## config.mk

```make
export PLATFORM = sky130hd
export DESIGN_NAME = stopwatch_ctrl_flat
export DESIGN_NICKNAME = d
export VERILOG_FILES = /design/src/rtl/stopwatch_if.sv /design/src/rtl/stopwatch_ctrl.sv /design/src/flat_wrapper.sv
export SDC_FILE = /design/constraint.sdc
export NUM_CORES = 1
export LEC_CHECK = 0
export BUFFER_PORTS_ARGS = -buffer_cell sky130_fd_sc_hd__buf_2
export CORE_ASPECT_RATIO = 0.8
export CORE_MARGIN = 2
export CORE_UTILIZATION = 35
export CTS_CLUSTER_DIAMETER = 50
export DETAILED_ROUTE_END_ITERATION = 16
export GPL_ROUTABILITY_DRIVEN = 0
export SLEW_MARGIN = 15
export SYNTH_ARGS = -nofsm -noshare
export SYNTH_HDL_FRONTEND = slang
export SYNTH_SLANG_ARGS = --single-unit
```

## constraint.sdc

```tcl
create_clock -name clk -period 2.3 [get_ports clk]
set_input_delay 0.23 -clock clk [delete_from_list [all_inputs] [get_ports clk]]
set_output_delay 0.23 -clock clk [all_outputs]
set_load 0.02 [all_outputs]
```

## src/rtl/stopwatch_if.sv

```systemverilog
// stopwatch_if: front-panel pulses, digit chain feedback and
// controller outputs for stopwatch_ctrl.
interface stopwatch_if #(
  parameter int N_DIGITS = 4
);
  logic                start;
  logic                stop;
  logic                clear;
  logic [N_DIGITS-1:0] co;
  logic [N_DIGITS-1:0] digit_en;
  logic                cnt_clr;
  logic                tick;
  logic                running;
  logic                full;
  logic                ovf;

  modport master (
    output start, stop, clear, co,
    input  digit_en, cnt_clr, tick,
    input  running, full, ovf
  );

  modport slave (
    input  start, stop, clear, co,
    output digit_en, cnt_clr, tick,
    output running, full, ovf
  );
endinterface

```

## src/rtl/stopwatch_ctrl.sv

```systemverilog
// stopwatch_ctrl: run/pause/clear FSM and tick prescaler
// sequencing a cascaded chain of decade digit counters.
module stopwatch_ctrl #(
  parameter int N_DIGITS = 4,
  parameter int TICK_DIV = 100000,
  parameter int WRAP     = 0
) (
  input logic       clk,
  input logic       rst_n,
  stopwatch_if.slave bus
);

  localparam int DW = $clog2(TICK_DIV);
  localparam logic [DW-1:0] DMAX = DW'(TICK_DIV - 1);

  typedef enum logic [1:0] {
    IDLE  = 2'd0,
    RUN   = 2'd1,
    PAUSE = 2'd2,
    FULL  = 2'd3
  } state_t;

  state_t        state;
  state_t        nxt;
  logic [DW-1:0] div_cnt;
  logic [DW-1:0] div_nxt;
  logic          tick_q;
  logic          tick_nxt;
  logic          clr_q;
  logic          ovf_q;
  logic          ovf_nxt;

  logic                is_run;
  logic                top;
  logic                hold;
  logic                carry;
  logic [N_DIGITS-1:0] en;

  assign is_run = (state == RUN);
  assign top    = tick_q & is_run & (&bus.co);
  assign hold   = (WRAP == 0) & top;

  // Ripple the count enable up the chain through each digit's carry.
  always_comb begin
    en    = '0;
    carry = tick_q & is_run & ~hold & ~bus.clear;
    for (int k = 0; k < N_DIGITS; k++) begin
      en[k] = carry;
      carry = carry & bus.co[k];
    end
  end

  // Next state, prescaler advance and rollover detection.
  always_comb begin
    nxt      = state;
    div_nxt  = div_cnt;
    tick_nxt = 1'b0;
    ovf_nxt  = 1'b0;
    if (bus.clear) begin
      nxt     = IDLE;
      div_nxt = '0;
    end else begin
      if (is_run) begin
        tick_nxt = (div_cnt == DMAX);
        div_nxt  = (div_cnt == DMAX) ? '0
                                     : div_cnt + 1'b1;
      end
      ovf_nxt = (WRAP != 0) & top;
      unique case (state)
        IDLE:
          if (bus.start && !bus.stop)
            nxt = RUN;
        RUN:
          if (hold)
            nxt = FULL;
          else if (bus.stop)
            nxt = PAUSE;
        PAUSE:
          if (bus.start && !bus.stop)
            nxt = RUN;
        FULL:
          nxt = FULL;
        default:
          nxt = IDLE;
      endcase
    end
  end

  // State, prescaler and registered pulse outputs.
  always_ff @(posedge clk or negedge rst_n) begin
    if (!rst_n) begin
      state   <= IDLE;
      div_cnt <= '0;
      tick_q  <= 1'b0;
      clr_q   <= 1'b0;
      ovf_q   <= 1'b0;
    end else begin
      state   <= nxt;
      div_cnt <= div_nxt;
      tick_q  <= tick_nxt;
      clr_q   <= bus.clear;
      ovf_q   <= ovf_nxt;
    end
  end

  assign bus.digit_en = en;
  assign bus.cnt_clr  = clr_q;
  assign bus.tick     = tick_q;
  assign bus.running  = is_run;
  assign bus.full     = (state == FULL);
  assign bus.ovf      = ovf_q;

endmodule

```

## src/flat_wrapper.sv

```systemverilog
// flat-port wrapper written by rule: the top's interface ports become plain ports
module stopwatch_ctrl_flat 
#(
  parameter int N_DIGITS = 4,
  parameter int TICK_DIV = 100000,
  parameter int WRAP     = 0
)
  (clk, rst_n, bus_start, bus_stop, bus_clear, bus_co, bus_digit_en, bus_cnt_clr, bus_tick, bus_running, bus_full, bus_ovf);
  stopwatch_if #(.N_DIGITS(N_DIGITS)) bus_i ();
  input logic clk;
  input logic rst_n;
  input wire logic [$bits(bus_i.start)-1:0] bus_start;
  input wire logic [$bits(bus_i.stop)-1:0] bus_stop;
  input wire logic [$bits(bus_i.clear)-1:0] bus_clear;
  input wire logic [$bits(bus_i.co)-1:0] bus_co;
  output wire logic [$bits(bus_i.digit_en)-1:0] bus_digit_en;
  output wire logic [$bits(bus_i.cnt_clr)-1:0] bus_cnt_clr;
  output wire logic [$bits(bus_i.tick)-1:0] bus_tick;
  output wire logic [$bits(bus_i.running)-1:0] bus_running;
  output wire logic [$bits(bus_i.full)-1:0] bus_full;
  output wire logic [$bits(bus_i.ovf)-1:0] bus_ovf;
  assign bus_i.start = bus_start;
  assign bus_i.stop = bus_stop;
  assign bus_i.clear = bus_clear;
  assign bus_i.co = bus_co;
  assign bus_digit_en = bus_i.digit_en;
  assign bus_cnt_clr = bus_i.cnt_clr;
  assign bus_tick = bus_i.tick;
  assign bus_running = bus_i.running;
  assign bus_full = bus_i.full;
  assign bus_ovf = bus_i.ovf;
  stopwatch_ctrl #(.N_DIGITS(N_DIGITS), .TICK_DIV(TICK_DIV), .WRAP(WRAP)) u_core (.clk(clk), .rst_n(rst_n), .bus(bus_i));
endmodule
```

Yosys cells after proc, flatten, opt, wreduce, memory -nomap -nowiden
Index checks and enable logic that the tools add are counted.

operators by class
  $add $sub $neg = 1
  equal/unequal tests = 6
  mux-type cells = 10
  bitwise gates (word level) = 9
  reductions and logical operators = 7

operator list
  cell                                                   count
  two-way mux 17 bit                                     3
  adder 17 x 1 -> 17 bit, second input constant          1
  equality test 17 bit, second input constant            1
  two-way mux 2 bit                                      4
  bitwise AND 1 bit                                      7
  case mux 2 bit (3 select lines)                        1
  equality test 2 bit, second input constant             2
  inequality test 4 bit, second input constant           1
  AND reduction 4 bit                                    1
  inequality test 3 x 1 -> 1 bit, second input constant  1
  equality test 2 x 1 -> 1 bit, second input constant    1
  zero test 2 bit                                        1
  two-way mux 1 bit                                      2
  NOT 1 bit                                              2
  AND reduction 2 bit                                    1
  nonzero test 2 bit                                     1
  OR reduction 2 bit                                     1
  logical AND 1 bit                                      1
  zero test 1 bit                                        1

storage, ports and cells
  register bits = 21
  bits of input ports = 9
  word-level logic and storage cells = 37

Logic depth before layout (Yosys ltp)
  depth in word-level cells = 9
  depth in mapped cells = 6
  mapped depth without buffers = 6

Worst setup path after synthesis
OpenSTA, ideal clock, no wires.

  path type = register -> register
  start = register u_core.div_cnt[5]
  end = register u_core.div_cnt[13]
  setup time = 118 ps
  arrival time = 1,762 ps
  data required time = 2,182 ps
  slack = 420 ps
  stages on the path, launching flop included = 6
  buffers on the path = 0
  cell sequence = dfrtp_1 or4b_4 nor4_4 or2b_1 a21oi_1 a21o_1

on the way
  cells in the longest elaborated chain, start to end = 4
  elaborated cells between the ends (all ways) = 5
  those cells by class = add/sub (1); eq/ne (1); mux (3)

RTL lines
  item                                                                   line                                        RTL
  from (decl)                                                            stopwatch_ctrl.sv:25                        logic [DW-1:0] div_cnt;
  from (signal assigned)                                                 stopwatch_ctrl.sv:99                        div_cnt <= div_nxt;
  adder 17 x 1 -> 17 bit / equality test 17 bit (equally long branches)  stopwatch_ctrl.sv:66, stopwatch_ctrl.sv:65
  two-way mux 17 bit (*)                                                 stopwatch_ctrl.sv:65                        div_nxt = (div_cnt == DMAX) ? '0
  two-way mux 17 bit (*)                                                 stopwatch_ctrl.sv:63                        if (is_run) begin
  two-way mux 17 bit (*)                                                 stopwatch_ctrl.sv:59                        if (bus.clear) begin

Every way passes the cells marked *; elsewhere a longest branch is shown, timed or not. The select of a mux whose other input is x is not followed.
A chain may end at the register's enable or synchronous reset.

Worst setup path after layout
Same ends and word-level chain as after synthesis.

==> flow_summary.ini <==
[run_status]
outcome = complete, no violations

[critical_path]
cp_data_arrival_time_ps = 2250
crit_path_start_kind = register
crit_chain = or4b_4, nor4_4, or2b_1, a21oi_1, a21o_1
critical_path_class = register to register
worst-path-buf-inv = 0
cp_slowest_cell = or4b_4
required_ps = 2460
path_delay_family = simple AND/OR/NAND/NOR gates
cp-end-kind = register
slowest_delay_ps = 580
worst-path-max-fanout = 9

[pwr]
power_density_mw_per_mm2 = 495.8
intPower_mw = 0.5192
p_clk_share_pct = 35.6
p_leak_nw = 0.6467
switching_share_pct = 25.87
power_switching_mw = 0.1812
ir_drop_v = 0.0001977
combPwrFrac_pct = 9.9
pwr-share-seq_pct = 54.5

[drt]
wl_per_cell_um = 14.58
vias_per_cell = 5.713
route.vias.total = 1154
wl_mm = 2.946
ant_nets = 0
dr.pass1.iters = 4
drc = 0
drtIter0Drc = 95

[cells_and_area]
final_common_cell = dfrtp_1
layout-drive-gt1-share_pct = 16.88
final_cell_mix = 21 x dfrtp_1, 16 x buf_2, 15 x nand2_1, 15 x a21oi_1
finish.utilization_pct = 41.55
nNetsFinal = 171
syn2layout_area_growth_pct = 15.32
diodes = 0

[die]
fp.dieH_um = 56.92
rows = 19
die_width_um = 70.14
initial_utilization_pct = 36.03
core_area_sq_mm = 0.003400
dieArea_sq_mm = 0.003992
pin_count = 18

[sta]
finalWorstSetupSlack_ps = 205.7
finClkSkew_ps = 2.013
rsz0062_at_grt = false
hold_viol = 0
fin_crit_ps = 2094
tightest_slew_ps = 545.9
timing.fmax_mhz = 477.5
setup_viol = 0
tns_ps = 0
maxSlewHeadroom_pct = 63.33
drv_slew = 0
post-route-period-util_pct = 91.06

[global_route]
grt_start_max_net_pins = 22
antenna_found_initial = 0
grt_pass1_vias = 1122
grt-ovfl-total = 0
grt_usage_pct = 16.70
grt_pass1_wl_mm = 5.278

[clocking]
ctsHoldBuffers = 1
cts_tree = done
cts-root-buf = clkbuf_8
max-clock-path-buffers = 2
clk_pin_slew_worst_paths_ps = 80
cts_setup_buffers = 0
htreeDepth = 1
ctsResizeCount = 0
cts_buffers = 3
clk_latency_ps = 270
clock_sinks = 21

[place]
dp_slack_ps = 226.9
hpwl_mm = 2.175
io_buffers = 16

[synth]
postSynth.asyncResetShare_pct = 100.0
syn_inst = 141
synth_seq_cells = 21
netlist_area_sq_mm = 0.001225
synth_edf_count = 0
synth_cell_types = 40
synth_largest_area_cell = dfrtp_1
synth.area.top_cells = dfrtp_1 43%, a21oi_1 6.1%, nand2_1 4.6%
synth_ff_type = dfrtp_1
synth_top_area_share_pct = 42.90
synth_seq_area_share_pct = 42.90
synth_nets = 151
syn_area_per_cell_sq_um = 8.687
ys_warn_count = 0

[min_path]
hold_path_class = input port to register

[job]
cap_violations = 0
[flip-flops by register name (all words and copies together), names as in the netlist]
signal and cells:
u_core.state 2, u_core.bus.tick 1, u_core.div_cnt 17, u_core.bus.cnt_clr 1
[layer usage]
layer  track usage (%)  wire length [um]  up-vias
met4             5.769                50        0
met3             2.693                89        5
met5                 0                 0        -
met1             22.07              1420      574
li1                  -                 -      552
met2             28.03              1386       23
[worst reg2reg max path, stage by stage, from the launching register on]
cell	delay, ps
dfrtp_1	450
or4b_4	590
nor4_4	540
or2b_1	210
a21oi_1	50
a21o_1	150
[final cells by class]
| class | instances | area (sq um) |
|---|---|---|
| inverter | 6 | 22.52 |
| tap | 42 | 52.55 |
| multi-input combinational | 109 | 653.1 |
| sequential | 21 | 525.5 |
| clock inverter | 1 | 5.005 |
| fill | 355 | 1987 |
| clock buffer | 3 | 41.29 |
| timing repair buffer | 20 | 112.6 |
[kinds of logic (layout without fill, tap and decap cells)]
| group | after synthesis | after routing | synth area share, % |
|---|---|---|---|
| flip-flops | 21 | 21 | 42.90 |
| buffers and inverters | 11 | 30 | 3.779 |
| XOR/XNOR | 2 | 2 | 1.430 |
| AND/OR/NAND/NOR | 71 | 71 | 34.12 |
| other | 1 | 1 | 0.3061 |
| multiplexers | 1 | 1 | 0.8172 |
| AO/OA/AOI/OAI | 33 | 33 | 15.63 |
| adder cells (fa/ha/maj) | 1 | 1 | 1.021 |
[worst paths after layout]
path                                                      from                              to  slack [ps]  cells past startpoint
worst max-delay path             u_core.div_cnt[5]$_DFFE_PN0P_  u_core.div_cnt[13]$_DFFE_PN0P_         210                      5
worst min-delay path                                  bus_stop     u_core.state[0]$_DFFE_PN0P_         260                      3
worst max register to register   u_core.div_cnt[5]$_DFFE_PN0P_  u_core.div_cnt[13]$_DFFE_PN0P_         210                      5
worst min register to register  u_core.div_cnt[10]$_DFFE_PN0P_  u_core.div_cnt[10]$_DFFE_PN0P_         510                      1
max in group asynchronous                                rst_n       u_core.bus.tick$_DFF_PN0_        1520                      2
min in group asynchronous                                rst_n   u_core.div_cnt[3]$_DFFE_PN0P_         450                      2
[Yosys cell counts (2+ instances only)]
library cell / n
nor2_1: 7
nor3_1: 3
nand3_1: 7
nand4b_1: 2
nand4_1: 7
a31oi_1: 3
clkbuf_1: 3
a21oi_1: 15
nand2_1: 15
o21ai_1: 4
nand2b_1: 5
and3_1: 5
xor2_1: 2
or3_1: 4
o21ai_0: 4
inv_1: 5
or4_1: 3
nor4_1: 2
dfrtp_1: 21
and2_1: 4
[power by group through the flow]
| stage | clock [mW] | combinational, mW | sequential [mW] |
|---|---|---|---|
| after floorplan | 0 | 0.0372 | 0.389 |
| after global placement | 0 | 0.0667 | 0.389 |
| after detailed placement | 0 | 0.0680 | 0.389 |
| after CTS | 0.255 | 0.0696 | 0.382 |
| after global routing | 0.274 | 0.0787 | 0.383 |
| final | 0.249 | 0.0692 | 0.382 |
[stage by stage]
stage / cell area [sq um] / hold slack, ps / total power, mW / cells
after global routing: 1413 / 296.1 / 0.7350 / 202
after floorplan: 1225 / -65.59 / 0.4260 / 141
after CTS: 1413 / 255.2 / 0.7061 / 202
after detailed placement: 1356 / 222.0 / 0.4572 / 197
final: 1413 / 261.5 / 0.7004 / 202
after global placement: 1356 / 214.5 / 0.4554 / 197
(Power assumes the default switching activity.)
